File: src/rtl/data_memory_unit.sv
`timescale 1ns/1ps
// MEM-stage data memory: single-port byte-enabled stores, sign/zero-extended loads,
// alignment error responses with a saturating error count, and a priority debug read port.
module data_memory_unit #(
    parameter int NB_DATA_BUS = 32,
    parameter int N_WORDS     = 64,
    parameter int NB_ADDRESS  = $clog2(N_WORDS) + $clog2(NB_DATA_BUS / 8),
    parameter int NB_ERR_CNT  = 8
) (
    input  logic                       i_clk,
    input  logic                       i_reset,
    input  logic                       i_req_valid,
    output logic                       o_req_ready,
    input  logic                       i_req_we,
    input  logic [1:0]                 i_req_size,
    input  logic                       i_req_signed,
    input  logic [NB_ADDRESS-1:0]      i_req_addr,
    input  logic [NB_DATA_BUS-1:0]     i_req_wdata,
    output logic                       o_rsp_valid,
    output logic [NB_DATA_BUS-1:0]     o_rsp_data,
    output logic                       o_rsp_err,
    input  logic                       i_dbg_rd_en,
    input  logic [$clog2(N_WORDS)-1:0] i_dbg_addr,
    output logic                       o_dbg_valid,
    output logic [NB_DATA_BUS-1:0]     o_dbg_data,
    output logic [NB_ERR_CNT-1:0]      o_err_cnt
);

    localparam int NB_LANES = NB_DATA_BUS / 8;
    localparam int NB_LANE  = $clog2(NB_LANES);
    localparam int NB_WIDX  = $clog2(N_WORDS);

    localparam logic [1:0] SZ_BYTE  = 2'b00;
    localparam logic [1:0] SZ_HALF  = 2'b01;
    localparam logic [1:0] SZ_DWORD = 2'b10;
    localparam logic [1:0] SZ_WORD  = 2'b11;

    localparam logic [NB_ERR_CNT-1:0] ERR_MAX = {NB_ERR_CNT{1'b1}};

    function automatic logic [NB_LANES-1:0] size_lanes(input logic [1:0] size);
        logic [7:0] m;
        case (size)
            SZ_BYTE:  m = 8'h01;
            SZ_HALF:  m = 8'h03;
            SZ_WORD:  m = 8'h0F;
            SZ_DWORD: m = 8'hFF;
            default:  m = 8'h00;
        endcase
        return m[NB_LANES-1:0];
    endfunction

    function automatic logic is_aligned(input logic [1:0] size, input logic [NB_LANE-1:0] lane);
        logic ok;
        case (size)
            SZ_BYTE:  ok = 1'b1;
            SZ_HALF:  ok = (lane[0] == 1'b0);
            SZ_WORD:  ok = (lane[1:0] == 2'b00);
            SZ_DWORD: ok = (NB_DATA_BUS == 64) && (lane == {NB_LANE{1'b0}});
            default:  ok = 1'b0;
        endcase
        return ok;
    endfunction

    // Selected lanes are shifted to bit 0; bits above the access size are filled by the masked sign.
    function automatic logic [NB_DATA_BUS-1:0] extend_load(
        input logic [NB_DATA_BUS-1:0] word,
        input logic [NB_LANE-1:0]     lane,
        input logic [1:0]             size,
        input logic                   sgn
    );
        logic [NB_DATA_BUS-1:0] shifted;
        logic [NB_DATA_BUS-1:0] keep_m;
        logic                   msb;
        shifted = word >> {lane, 3'b000};
        case (size)
            SZ_BYTE: begin
                keep_m = NB_DATA_BUS'(8'hFF);
                msb    = shifted[7];
            end
            SZ_HALF: begin
                keep_m = NB_DATA_BUS'(16'hFFFF);
                msb    = shifted[15];
            end
            SZ_WORD: begin
                keep_m = NB_DATA_BUS'(32'hFFFF_FFFF);
                msb    = shifted[31];
            end
            default: begin
                keep_m = {NB_DATA_BUS{1'b1}};
                msb    = 1'b0;
            end
        endcase
        return (shifted & keep_m) | ((sgn & msb) ? ~keep_m : {NB_DATA_BUS{1'b0}});
    endfunction

    logic [NB_DATA_BUS-1:0] mem [N_WORDS];

    logic [NB_LANE-1:0]     lane_s;
    logic [NB_WIDX-1:0]     widx_s;
    logic                   accept_s;
    logic                   legal_s;
    logic                   wr_en_s;
    logic [NB_LANES-1:0]    be_s;
    logic [NB_DATA_BUS-1:0] wdata_s;

    logic                   rsp_valid_r;
    logic [NB_DATA_BUS-1:0] rsp_data_r;
    logic                   rsp_err_r;
    logic                   dbg_valid_r;
    logic [NB_DATA_BUS-1:0] dbg_data_r;
    logic [NB_ERR_CNT-1:0]  err_cnt_r;

    assign o_req_ready = ~i_dbg_rd_en;

    // Request decode: address split, acceptance, legality and byte-lane write controls.
    always_comb begin
        lane_s   = i_req_addr[NB_LANE-1:0];
        widx_s   = i_req_addr[NB_ADDRESS-1:NB_LANE];
        accept_s = i_req_valid & ~i_dbg_rd_en;
        legal_s  = is_aligned(i_req_size, lane_s);
        wr_en_s  = accept_s & legal_s & i_req_we & ~i_reset;
        be_s     = size_lanes(i_req_size) << lane_s;
        wdata_s  = i_req_wdata << {lane_s, 3'b000};
    end

    // Memory array write; contents are intentionally left unreset.
    always_ff @(posedge i_clk) begin
        if (wr_en_s) begin
            for (int i = 0; i < NB_LANES; i++) begin
                if (be_s[i]) begin
                    mem[widx_s][i*8 +: 8] <= wdata_s[i*8 +: 8];
                end
            end
        end
    end

    // Response register: one pulse per accepted request, data only for legal loads.
    always_ff @(posedge i_clk or posedge i_reset) begin
        if (i_reset) begin
            rsp_valid_r <= 1'b0;
            rsp_data_r  <= {NB_DATA_BUS{1'b0}};
            rsp_err_r   <= 1'b0;
        end else if (accept_s) begin
            rsp_valid_r <= 1'b1;
            rsp_err_r   <= ~legal_s;
            if (legal_s && !i_req_we) begin
                rsp_data_r <= extend_load(mem[widx_s], lane_s, i_req_size, i_req_signed);
            end else begin
                rsp_data_r <= {NB_DATA_BUS{1'b0}};
            end
        end else begin
            rsp_valid_r <= 1'b0;
        end
    end

    // Saturating count of error responses.
    always_ff @(posedge i_clk or posedge i_reset) begin
        if (i_reset) begin
            err_cnt_r <= {NB_ERR_CNT{1'b0}};
        end else if (accept_s && !legal_s && (err_cnt_r != ERR_MAX)) begin
            err_cnt_r <= err_cnt_r + 1'b1;
        end else begin
            err_cnt_r <= err_cnt_r;
        end
    end

    // Debug read port: raw word one cycle after the request.
    always_ff @(posedge i_clk or posedge i_reset) begin
        if (i_reset) begin
            dbg_valid_r <= 1'b0;
            dbg_data_r  <= {NB_DATA_BUS{1'b0}};
        end else begin
            dbg_valid_r <= i_dbg_rd_en;
            if (i_dbg_rd_en) begin
                dbg_data_r <= mem[i_dbg_addr];
            end else begin
                dbg_data_r <= dbg_data_r;
            end
        end
    end

    assign o_rsp_valid = rsp_valid_r;
    assign o_rsp_data  = rsp_data_r;
    assign o_rsp_err   = rsp_err_r;
    assign o_dbg_valid = dbg_valid_r;
    assign o_dbg_data  = dbg_data_r;
    assign o_err_cnt   = err_cnt_r;

endmodule

File: config.mk
export PLATFORM = sky130hd
export DESIGN_NAME = data_memory_unit
export DESIGN_NICKNAME = d
export VERILOG_FILES = /design/src/rtl/data_memory_unit.sv
export SDC_FILE = /design/constraint.sdc
export NUM_CORES = 2
export LEC_CHECK = 0
export CORE_ASPECT_RATIO = 1.75
export CORE_MARGIN = 2
export CORE_UTILIZATION = 35
export DETAILED_ROUTE_END_ITERATION = 12
export GPL_ROUTABILITY_DRIVEN = 1
export SYNTH_ARGS = -nofsm -noshare
export SYNTH_HDL_FRONTEND = slang
export SYNTH_SLANG_ARGS = --single-unit
File: constraint.sdc
create_clock -name i_clk -period 5.4 [get_ports i_clk]
set_clock_uncertainty 0.05 [all_clocks]
set_input_delay 0.81 -clock i_clk [delete_from_list [all_inputs] [get_ports i_clk]]
set_output_delay 0.81 -clock i_clk [all_outputs]
set_load 0.005 [all_outputs]
==> results.json <==
{
  "layout.nets": 6009,
  "timing.final.crit_period_ns": 4.769,
  "seq_area_frac_synth_pct": 64.99,
  "p_int_uw": 27600,
  "via_per_inst": 6.785,
  "io_buffers": 129,
  "routed_wl_mm": 420.8,
  "synth.top_cell.area_share_pct": 63.06,
  "cts_resized": 0,
  "leakage_uw": 0.03314,
  "grt_first_pass_wirelength_mm": 566.3,
  "share_comb_of_total_power_pct": 10.0,
  "required_ns": 6.12,
  "power_density_nw_per_um2": 323.3,
  "die_h_um": 702.3,
  "vias": 66070,
  "crit_fanout": 17,
  "placed_area_um2": 106400,
  "grt_overflow": 0,
  "synth-edff-count": 2048,
  "cts.reportedPaths.clkPinSlew_ns": 0.06,
  "die-area_um2": 283000,
  "clock-root-buffer": "clkbuf_16",
  "reg2reg_slack_ns": 1.65,
  "drt-initial-drc-count": 10790,
  "rows": 256,
  "syn_avg_cell_area_um2": 17.50,
  "netSwitchingFraction_pct": 24.42,
  "worstHoldPathType": "in2reg",
  "worstPathArrival_ns": 5.49,
  "crit_path_start_kind": "input port",
  "yosys_warnings": 0,
  "drv_cap": 0,
  "regArea_um2": 63380,
  "synth-seq-cells": 2123,
  "whs_ns": 0.2409,
  "dp_hpwl_mm": 289.0,
  "design_area_um2": 113000,
  "critPathKind": "in2reg",
  "drt-wirelength-per-cell_um": 43.22,
  "vdd_drop_max_mv": 0.2530,
  "yosysUniqueCellTypes": 86,
  "numCtsBuffers": 190,
  "pwr-share-seq_pct": 50.2,
  "maxSlewViolCount": 0,
  "critPathCaptureType": "register",
  "grt_usage_pct": 29.29,
  "ys_top_cells_by_area": "edfxtp_1 (63%), mux4_2 (16%), a22oi_1 (3.7%)",
  "clock_path_buffers": 4,
  "holdBufCountCts": 0,
  "route.detailed.drc": 0,
  "status": "completed",
  "relSlewSlack_pct": 5.305,
  "grt_pass1_vias": 64840,
  "place.gp.congestion": 0.9978,
  "ios": 130,
  "cts_setup_buffers": 0,
  "drt_pre_antenna_iters": 9,
  "coreArea_um2": 277400,
  "worst_pin_slew_ns": 1.420,
  "syn_inst": 5571,
  "hold_viol": 0,
  "die-width_um": 403.0,
  "ant_nets": 0,
  "grt_antenna_before_repair": 28,
  "fmaxAchievable_mhz": 209.7,
  "start_util_pct": 35.16,
  "finalCritPeriodShare_pct": 88.32,
  "multi_input_area_um2": 32080,
  "drive_above_1_share_pct": 28.69,
  "clk_latency_ns": 0.92,
  "synth_ff_type": "edfxtp_1",
  "cts_tree": "yes",
  "setup_viol": 0,
  "nFillCells": 24870,
  "pwr-share-clk_pct": 39.8,
  "switchingPower_uw": 8916,
  "synth_nets": 5626,
  "htree_num_levels": 4,
  "synthArstFlopShare_pct": 3.533,
  "cts_sinks": 2123,
  "synth_area_leader_cell": "edfxtp_1",
  "grt_max_degree": 74,
  "fin_tns_setup_ns": 0,
  "rsz0062_at_grt": "no",
  "syn_to_final_growth_pct": 15.83,
  "netlist_area_um2": 97520
}
[cell type report]
class                   instances  share of cell area [%]
inverters                      10                 0.03766
well taps                    3612                   4.001
flip-flops and latches       2123                   56.11
clock inverters               112                   1.252
clock buffers                 229                   4.448
diodes                         22                 0.04874
repair buffers                694                   5.701
multi-input cells            2935                   28.40
[placed cells by master, fill, tap and decap left out, types with 14 or more instances in the layout]
cell,n
edfxtp_1,2048
mux4_2,712
buf_4,497
a22oi_1,475
nor2_1,324
clkbuf_16,193
a221oi_1,137
nand2_1,132
mux2i_1,132
clkdlybuf4s50_1,116
a22o_1,110
mux2_2,88
a21oi_1,78
dfrtp_1,75
a31oi_1,71
buf_12,71
o21ai_0,53
nand4_1,45
o22ai_1,40
bufinv_16,30
clkbuf_1,30
o2bb2ai_1,29
clkinv_1,28
and4_1,27
diode_2,22
o21ai_1,22
clkinv_2,22
nand3_1,21
o211ai_1,20
mux2_1,19
nand3b_1,19
a211oi_1,19
a221o_1,19
nor4_1,18
nor3_1,18
a41oi_1,17
clkinvlp_4,15
and3_1,14
and4b_1,14
[Yosys cell counts, drive strengths merged (11+ instances only)]
master / count
mux4: 712
a41oi: 17
o22ai: 40
a221o: 19
a22o: 110
and3: 15
o211ai: 20
mux2i: 132
nand3b: 19
and4b: 14
nor3b: 11
nor2b: 16
a22oi: 475
and4: 27
and2: 19
a221oi: 137
buf: 319
nand2: 136
o2bb2ai: 29
nor4: 25
dfrtp: 75
clkbuf: 184
nor2: 335
edfxtp: 2048
nand4: 45
nand3: 22
a21oi: 88
a211oi: 19
a2111oi: 12
nor4bb: 12
nor3: 21
mux2: 107
o21ai: 84
a31oi: 72
[metal layers]
metal  GRT usage [%]  vias to the layer above  share of wire, %
met5               0                        -             0.016
met3           7.715                     1509                11
met4           26.17                       10                11
li1                -                    24590                 -
met2           46.31                     5557                46
met1           32.54                    34400                32
[registers in the layout, summed over array words and instances, names as in the netlist]
signal,count
o_rsp_err,1
o_rsp_data,32
o_rsp_valid,1
o_dbg_data,32
o_dbg_valid,1
o_err_cnt,8
mem,2048
[worst max-delay path, stage by stage]
cell             delay (ns)
clkdlybuf4s50_1        0.72
buf_4                  0.41
nor2_1                 0.14
nand2_2                0.83
a31o_1                 0.40
nand4_1                0.23
nor4_1                 1.09
buf_4                  0.27
a221oi_1               0.08
buf_4                  0.24
a22o_1                 0.20
[through the flow]
step | total power (µW) | std cells | util, % | setup slack, ns
2_1_floorplan | 20440 | 5571 | - | 0.1935
3_3_place_gp | 22190 | 9372 | 38.37 | 0.1970
3_5_place_dp | 22220 | 9372 | 38.37 | 0.2269
4_1_cts | 36440 | 9713 | 40.69 | 1.121
5_1_grt | 37130 | 9716 | 40.70 | 0.8675
6_report | 36520 | 9737 | 40.72 | 0.6305
[final timing paths]
check | startpoint | to | depth (start not counted)
setup / recovery | i_req_addr[6] | o_rsp_data[0]$_DFFE_PP0P_ | 11
setup reg to reg | mem[30][8]$_DFFE_PP_ | o_rsp_data[0]$_DFFE_PP0P_ | 10
max in group asynchronous | i_reset | o_err_cnt[2]$_DFFE_PP0P_ | 3
hold reg to reg | o_err_cnt[5]$_DFFE_PP0P_ | o_err_cnt[5]$_DFFE_PP0P_ | 1
hold / removal | i_dbg_rd_en | o_dbg_valid$_DFF_PP0_ | 1
min in group asynchronous | i_reset | o_dbg_data[24]$_DFFE_PP0P_ | 2
[power groups by stage]
stage / clock [µW] / sequential, µW / combinational [µW]
6_report: 14500 / 18300 / 3650
2_1_floorplan: 0 / 18700 / 1770
4_1_cts: 14600 / 18300 / 3530
5_1_grt: 15100 / 18300 / 3690
3_3_place_gp: 0 / 18700 / 3500
3_5_place_dp: 0 / 18700 / 3530
[cells by family after synthesis]
group | after synthesis | share of synthesized area (%)
mux | 951 | 19.03
flops | 2123 | 64.99
fa+ha+maj | 1 | 0.01283
buf+inv | 513 | 2.571
simple gates | 767 | 4.006
xor+xnor | 7 | 0.06287
compound gates | 1209 | 9.326
Note: power is estimated with default switching activity, not from simulation.
